## config.mk

```make
export PLATFORM = sky130hd
export DESIGN_NAME = stoch_mult_sequencer
export DESIGN_NICKNAME = d
export VERILOG_FILES = /design/src/rtl/stoch_pkg.sv /design/src/rtl/stoch_mult_sequencer_lfsr31.sv /design/src/rtl/stoch_mult_sequencer.sv
export SDC_FILE = /design/constraint.sdc
export NUM_CORES = 1
export LEC_CHECK = 0
export ABC_CLOCK_PERIOD_IN_PS = 3750
export CAP_MARGIN = 30
export CELL_PAD_IN_SITES_DETAIL_PLACEMENT = 2
export CELL_PAD_IN_SITES_GLOBAL_PLACEMENT = 2
export CORE_MARGIN = 10
export CORE_UTILIZATION = 25
export CTS_BUF_LIST = sky130_fd_sc_hd__clkbuf_4
export DETAILED_ROUTE_END_ITERATION = 16
export PLACE_DENSITY = 0.59
export SYNTH_ARGS = -nofsm -noshare
export SYNTH_HDL_FRONTEND = slang
export SYNTH_SLANG_ARGS = --single-unit
```

## constraint.sdc

```tcl
create_clock -name clk -period 3.75 [get_ports clk]
set_clock_uncertainty 0.2 [all_clocks]
set_input_delay 0.75 -clock clk [delete_from_list [all_inputs] [get_ports clk]]
set_output_delay 0.75 -clock clk [all_outputs]
set_load 0.005 [all_outputs]
```

## src/rtl/stoch_pkg.sv

```systemverilog
// Shared types and constants for the stochastic multiply sequencer.
// Holds the job FSM state encoding and the 31-bit LFSR recurrence.
package stoch_pkg;

    typedef enum logic [1:0] {
        IDLE,
        FILL,
        ACCUM,
        DONE
    } state_t;

    localparam int unsigned LFSR_W      = 31;
    localparam int unsigned TAP_HI      = 30;
    localparam int unsigned TAP_LO      = 27;
    localparam int unsigned FILL_CYCLES = 2;

    function automatic logic [LFSR_W-1:0] lfsr_next(input logic [LFSR_W-1:0] s);
        return {s[LFSR_W-2:0], s[TAP_HI] ^ s[TAP_LO]};
    endfunction

endpackage

```

## src/rtl/stoch_mult_sequencer_lfsr31.sv

```systemverilog
// 31-bit Fibonacci LFSR (taps 30/27) with synchronous load and step enable.
// Reset value is fixed at elaboration so the asynchronous reset stays constant.
module lfsr31
    import stoch_pkg::*;
#(
    parameter logic [LFSR_W-1:0] RESET_SEED = 31'd1
) (
    input  logic              clk,
    input  logic              rst,
    input  logic              load,
    input  logic              step,
    input  logic [LFSR_W-1:0] seed,
    output logic [LFSR_W-1:0] state
);

    always_ff @(posedge clk or posedge rst) begin
        if (rst) begin
            state <= RESET_SEED;
        end else if (load) begin
            state <= seed;
        end else if (step) begin
            state <= lfsr_next(state);
        end
    end

endmodule

```

## src/rtl/stoch_mult_sequencer.sv

```systemverilog
// Per-job controller for the stochastic multiplier: seed, fill, accumulate, report.
// Define STOCH_SEQ_FREE_RUN_EN to let the LFSRs free-run instead of reseeding per job.
module stoch_mult_sequencer
    import stoch_pkg::*;
#(
    parameter int unsigned        WIN_LOG2 = 7,
    parameter int unsigned        PROB_W   = 4,
    parameter logic [LFSR_W-1:0]  SEED_A   = 31'd1,
    parameter logic [LFSR_W-1:0]  SEED_B   = 31'd2
) (
    input  logic                clk,
    input  logic                rst_n,
    input  logic                req_valid,
    output logic                req_ready,
    input  logic [PROB_W-1:0]   req_pa,
    input  logic [PROB_W-1:0]   req_pb,
    input  logic                req_bipolar,
    input  logic                abort,
    output logic                res_valid,
    input  logic                res_ready,
    output logic [WIN_LOG2:0]   res_count,
    output logic [PROB_W-1:0]   res_prob,
    output logic                busy
);

    if (SEED_A == '0) begin : g_bad_seed_a
        $error("SEED_A must be nonzero");
    end
    if (SEED_B == '0 || SEED_B == SEED_A) begin : g_bad_seed_b
        $error("SEED_B must be nonzero and differ from SEED_A");
    end
    if (WIN_LOG2 < PROB_W) begin : g_bad_window
        $error("WIN_LOG2 must be >= PROB_W");
    end

    state_t state, state_next;

    logic [PROB_W-1:0]   pa_q, pb_q;
    logic                bipolar_q;
    logic                bit_a, bit_b, prod;
    logic [1:0]          fill_cnt;
    logic [WIN_LOG2-1:0] win_cnt;
    logic [WIN_LOG2:0]   count, count_next;
    logic [LFSR_W-1:0]   lfsr_a, lfsr_b;
    logic                lfsr_load, lfsr_step;
    logic                accept, last_fill, last_accum;
    logic                unused_lfsr_bits;

    assign accept     = (state == IDLE) && req_valid;
    assign last_fill  = (fill_cnt == 2'(FILL_CYCLES - 1));
    assign last_accum = (win_cnt == '1);
    assign count_next = count + {{WIN_LOG2{1'b0}}, prod};

    assign req_ready = (state == IDLE);
    assign busy      = (state != IDLE);

`ifdef STOCH_SEQ_FREE_RUN_EN
    assign lfsr_load = 1'b0;
    assign lfsr_step = 1'b1;
`else
    assign lfsr_load = accept;
    assign lfsr_step = (state == FILL) || (state == ACCUM);
`endif

    lfsr31 #(.RESET_SEED(SEED_A)) u_lfsr_a (
        .clk   (clk),
        .rst   (rst_n),
        .load  (lfsr_load),
        .step  (lfsr_step),
        .seed  (SEED_A),
        .state (lfsr_a)
    );

    lfsr31 #(.RESET_SEED(SEED_B)) u_lfsr_b (
        .clk   (clk),
        .rst   (rst_n),
        .load  (lfsr_load),
        .step  (lfsr_step),
        .seed  (SEED_B),
        .state (lfsr_b)
    );

    assign unused_lfsr_bits = ^{lfsr_a[LFSR_W-1:PROB_W], lfsr_b[LFSR_W-1:PROB_W]};

    // Rescale the window count to PROB_W bits, saturating the full-window case.
    function automatic logic [PROB_W-1:0] scale_prob(input logic [WIN_LOG2:0] c);
        logic [WIN_LOG2:0] sh;
        sh = c >> (WIN_LOG2 - PROB_W);
        if ((sh >> PROB_W) != '0) begin
            return '1;
        end
        return sh[PROB_W-1:0];
    endfunction

    always_ff @(posedge clk or posedge rst_n) begin
        if (rst_n) begin
            state <= IDLE;
        end else begin
            state <= state_next;
        end
    end

    always_comb begin
        state_next = state;
        unique case (state)
            IDLE:  if (req_valid) state_next = FILL;
            FILL: begin
                if (abort)          state_next = IDLE;
                else if (last_fill) state_next = ACCUM;
            end
            ACCUM: begin
                if (abort)           state_next = IDLE;
                else if (last_accum) state_next = DONE;
            end
            DONE:  if (abort || res_ready) state_next = IDLE;
            default: state_next = IDLE;
        endcase
    end

    // Comparator and product registers run every cycle; FILL_CYCLES covers their latency.
    always_ff @(posedge clk or posedge rst_n) begin
        if (rst_n) begin
            pa_q      <= '0;
            pb_q      <= '0;
            bipolar_q <= 1'b0;
            bit_a     <= 1'b0;
            bit_b     <= 1'b0;
            prod      <= 1'b0;
            fill_cnt  <= '0;
            win_cnt   <= '0;
            count     <= '0;
            res_count <= '0;
            res_prob  <= '0;
            res_valid <= 1'b0;
        end else begin
            bit_a <= (lfsr_a[PROB_W-1:0] < pa_q);
            bit_b <= (lfsr_b[PROB_W-1:0] < pb_q);
            prod  <= bipolar_q ? ~(bit_a ^ bit_b) : (bit_a & bit_b);
            unique case (state)
                IDLE: begin
                    if (accept) begin
                        pa_q      <= req_pa;
                        pb_q      <= req_pb;
                        bipolar_q <= req_bipolar;
                        count     <= '0;
                        fill_cnt  <= '0;
                        win_cnt   <= '0;
                    end
                end
                FILL: begin
                    fill_cnt <= fill_cnt + 2'd1;
                end
                ACCUM: begin
                    count   <= count_next;
                    win_cnt <= win_cnt + 1'b1;
                    if (last_accum && !abort) begin
                        res_count <= count_next;
                        res_prob  <= scale_prob(count_next);
                        res_valid <= 1'b1;
                    end
                end
                DONE: begin
                    if (abort || res_ready) begin
                        res_valid <= 1'b0;
                    end
                end
                default: ;
            endcase
        end
    end

endmodule

```

; ---- Word-level counts from Yosys, hierarchy flattened
; Cells that the tools add are included.
[word_totals]
register_bits = 106
inputBits = 14
out_inout_bits = 15
elab_cells = 79
[op_classes]
add_sub_neg = 3
n_lt_le_gt_ge = 2
n_eq_ne = 11
n_mux = 26
n_bitwise = 5
n_reduce_logical = 17
[ops]
columns = operator, n
row1 = 31-bit 2-to-1 mux, 4
row2 = 8-bit one-hot mux with 2 select lines, 1
row3 = 2-bit 2-to-1 mux, 7
row4 = 7-bit one-hot mux with 2 select lines, 1
row5 = 2-bit nonzero test, 5
row6 = 8-bit by 1-bit adder with 8-bit output, 1
row7 = 4-bit less-than comparator, 2
row8 = 4-bit 2-to-1 mux, 2
row9 = 8-bit 2-to-1 mux, 1
row10 = 2-bit one-hot mux with 4 select lines, 1
row11 = 2-bit AND reduction, 4
row12 = 7-bit by 1-bit adder with 7-bit output (second input constant), 1
row13 = 7-bit == test (second input constant), 1
row14 = 7-bit 2-to-1 mux, 1
row15 = 1-bit 2-to-1 mux, 6
row16 = 3-bit != test (second input constant), 2
row17 = 2-bit by 1-bit == test with 1-bit output (second input constant), 2
row18 = 2-bit == test (second input constant), 2
row19 = 2-bit by 1-bit != test with 1-bit output (second input constant), 2
row20 = 2-bit != test (second input constant), 2
row21 = 2-bit one-hot mux with 2 select lines, 1
row22 = 4-bit AND reduction, 1
row23 = 3-bit AND reduction, 1
row24 = 1-bit XOR, 3
row25 = 8 further kinds, 10

; ---- Depth between registers and ports, before layout
[logic_depth]
word_depth = 5
ltp_mapped = 7
depth_no_buf = 6

; ---- Hierarchy
; A second synthesis with hierarchy kept.
[unflattened]
hier_cells = 491
hier_area_um2 = 5134.9
[modules_own_cells]
columns = mod, n_inst, cells_each, area_each_um2, seq_area_each_um2
row1 = lfsr31, 2, 138, 1461.4, 777.0
row2 = stoch_mult_sequencer, 1, 215, 2212.1, 1101.1

; ---- Least setup slack after synthesis
; OpenSTA, ideal clock, no wires.
[synth_timing]
kind = input to register
from = input req_valid
to = register state[0]
setup_time_ns = 0.126
t_arrival_ns = 1.601
t_required_ns = 3.424
setup_slack_ns = 1.823
stages = 5
path_buffers = 2
path_cell_list = buf_4 nor2b_1 buf_6 or2_2 o32a_1
[synth_via]
elab_chain_cells = 2
[synth_lines]
columns = item, line
row1 = "start, declared", stoch_mult_sequencer.sv:13  ; input logic req_valid,
row2 = 2-bit != test (no line), n/a
row3 = 4-bit AND reduction (no line), n/a
row4 = "end signal, assigned", stoch_mult_sequencer.sv:99  ; state <= state_next;
row5 = "end, declared", stoch_mult_sequencer.sv:36  ; state_t state, state_next;
; Every way passes these cells.
; A chain may end at the register's enable or synchronous reset.

; ---- Final worst setup path
[layout_timing]
from = register state[1]
to = output busy
[layout_via]
elab_chain_cells = 1
[layout_lines]
columns = item, line
row1 = 2-bit nonzero test, stoch_mult_sequencer.sv:55  ; assign busy = (state != IDLE);
row2 = "end, declared", stoch_mult_sequencer.sv:23  ; output logic busy
; Every way passes these cells.

==> qor.yml <==
final_net_count: 507
diodes: 0
synth_area_um2: 4901
synthCells: 456
power_density_nw_per_um2: 656.3
grt_max_degree: 76
rows: 51
dpl.cell_count: 731
crit_start: "state[1]"
synth_top_cell_by_area: "dfrtp_1"
place_congestion: 0.7324
arrival_ns: 1.97
fp.dieArea_um2: 25600
crit_top_cell: "inv_1"
clockBufferDepth: 2
rsz0062_at_grt: "no"
maxSlewHeadroom_pct: 47.57
synth_commonest_cells: "dfrtp_1 (104), nor2_1 (75), mux2i_1 (64), nand2_1 (29), o21ai_0 (24)"
status: "completed"
worst-endpoint-required_ns: 2.80
remaining_drc_errors: 0
port_buffers: 28
finalNonFillerCells: 747
die_h_um: 160.0
period_needed_ns: 2.923
reg2reg_to: "count[7]"
synth.most_common_cell: "dfrtp_1"
synth_cell_type_count: 46
grt_pass1_vias: 3667
cts-root-buf: "clkbuf_4"
r2r_setup_slack_ns: 1.40
syn-num-nets: 486
cts_setup_buffers: 0
leakage_nw: 2.718
ys_seq_area_share_pct: 54.17
antenna_found_initial: 0
dr_total_vias: 3326
cts.htree.levels: 3
yosysWarnings: 0
slowest_delay_ns: 0.54
tightest_slew_ns: 0.7849
dr.pass1.iters: 4
die_w_um: 160.0
synth_top_area_share_pct: 53.10
grt_pass1_wl_mm: 19.18
r2r_cells: 6
dp_hpwl_mm: 7.436
cp_max_fo: 13
ant_nets: 0
setup_tns_ns: 0
path_cells: "inv_1 > ha_4 > inv_1 > clkdlybuf4s50_1"
hold_buffers: 0
drive_above_1_share_pct: 7.054
final_util_pct: 29.09
critPathKind: "reg2out"
finalCritPeriodShare_pct: 77.93
wl_per_cell_um: 14.69
synth_flop_cell: "dfrtp_1"
setup_violations: 0
finalMaxSlewViolations: 0
cp_slowest_cell: "clkdlybuf4s50_1"
ir_worst_vdd_mv: 0.2415
grtUsageTotal_pct: 8.943
routed_wl_mm: 10.98
ioPinCount: 29
drt_iter0_drc: 104
async_reset_ff_share_pct: 100.0
crit_path_end_kind: "primary output"
clk_pin_slew_ns: 0.18
grt-ovfl-total: 0
startpoint_type: "register"
max-cap-violations: 0
core_um2: 19400
synth_edf_count: 0
cts_buffers: 9
synthTopCellsByArea: "dfrtp_1 (53%), mux2i_1 (13%), nor2_1 (5.7%)"
viasPerCell: 4.452
cts_tree: "built"
hp-class: "reg2reg"
initial_core_util_pct: 25.26
crit_path_end: "busy"
cts_sinks: 106
fmax_mhz: 342.2
regToRegStartpoint: "state[1]"
cts_resized: 0
power.total_w: 0.003703
ys_ff_latch: 106
syn-mean-instance-area_um2: 10.75
synthToLayoutAreaGrowth_pct: 15.14
hold_viol: 0
clk_latency_ns: 0.49
cells by family after synthesis:
group	synth area share [%]
simple gates	13.40
flops	54.17
compound gates	8.553
mux	13.76
buf+inv	4.238
fa+ha+maj	4.085
xor+xnor	1.787
sequential cells by signal, summed over array words and instances, names as in the netlist:
signal / cells
res_prob: 4
pb_q: 4
prod: 1
u_lfsr_a.state: 31
pa_q: 4
res_count: 8
win_cnt: 7
fill_cnt: 2
u_lfsr_b.state: 31
res_valid: 1
count: 8
state: 2
bit_a: 1
bipolar_q: 1
bit_b: 1
layout by cell type (no fill, tap or decap), types with 11 or more instances in the layout:
cell and n:
ha_1 15, nand2_1 29, dfrtp_1 104, nand3_1 11, o21ai_0 24, a21oi_1 20
clkdlybuf4s50_1 28, nor2_1 75, inv_1 16, mux2i_1 64
final cells by class:
type / count / area, µm²
timing repair buffer: 35 / 377.9
clock inverter: 6 / 81.33
tap: 265 / 331.6
multi-input combinational: 307 / 2052
clock buffer: 10 / 75.07
sequential: 106 / 2655
fill: 2162 / 13760
inverter: 18 / 70.07
through the flow:
| step | instance area, µm² | setup WS (ns) | hold WS (ns) |
|---|---|---|---|
| 6_report | 5643 | 0.8274 | 0.2876 |
| 3_5_place_dp | 5487 | 0.8239 | 0.2730 |
| 5_1_grt | 5643 | 0.6606 | 0.3277 |
| 4_1_cts | 5643 | 0.7509 | 0.2944 |
| 3_3_place_gp | 5459 | 0.9187 | 0.2651 |
| 2_1_floorplan | 4901 | 0.01442 | 0.2467 |
report_power, final:
group	internal [W]	leakage (nW)	switching, W
sequential	0.00136	1.43	0.000132
clock	0.000274	0.0854	0.000388
combinational	0.000678	1.20	0.000866
total	0.00232	2.72	0.00139
worst min-delay path by stage:
stage | to | startpoint | slack [ns] | cells after the start
after floorplan | pa_q[0] | pa_q[0] | 0.25 | 2
after global placement | pa_q[0] | pa_q[0] | 0.27 | 2
after detailed placement | pa_q[0] | pa_q[0] | 0.27 | 2
after CTS | prod | bipolar_q | 0.29 | 1
after global routing | prod | bipolar_q | 0.33 | 1
final | prod | bipolar_q | 0.29 | 1
critical path: cells and delay by family, from the launching register on:
kind       cells  cell delay, ns
buf+inv        3            0.83
flops          1            0.42
fa+ha+maj      1            0.24
routing by layer:
| metal | global-route usage [%] | share of wire, % |
|---|---|---|
| met5 | 0 | 0 |
| met4 | 1.711 | 0.67 |
| met1 | 11.12 | 47 |
| met2 | 14.84 | 49 |
| met3 | 2.982 | 3.9 |
(Power assumes the default switching activity.)
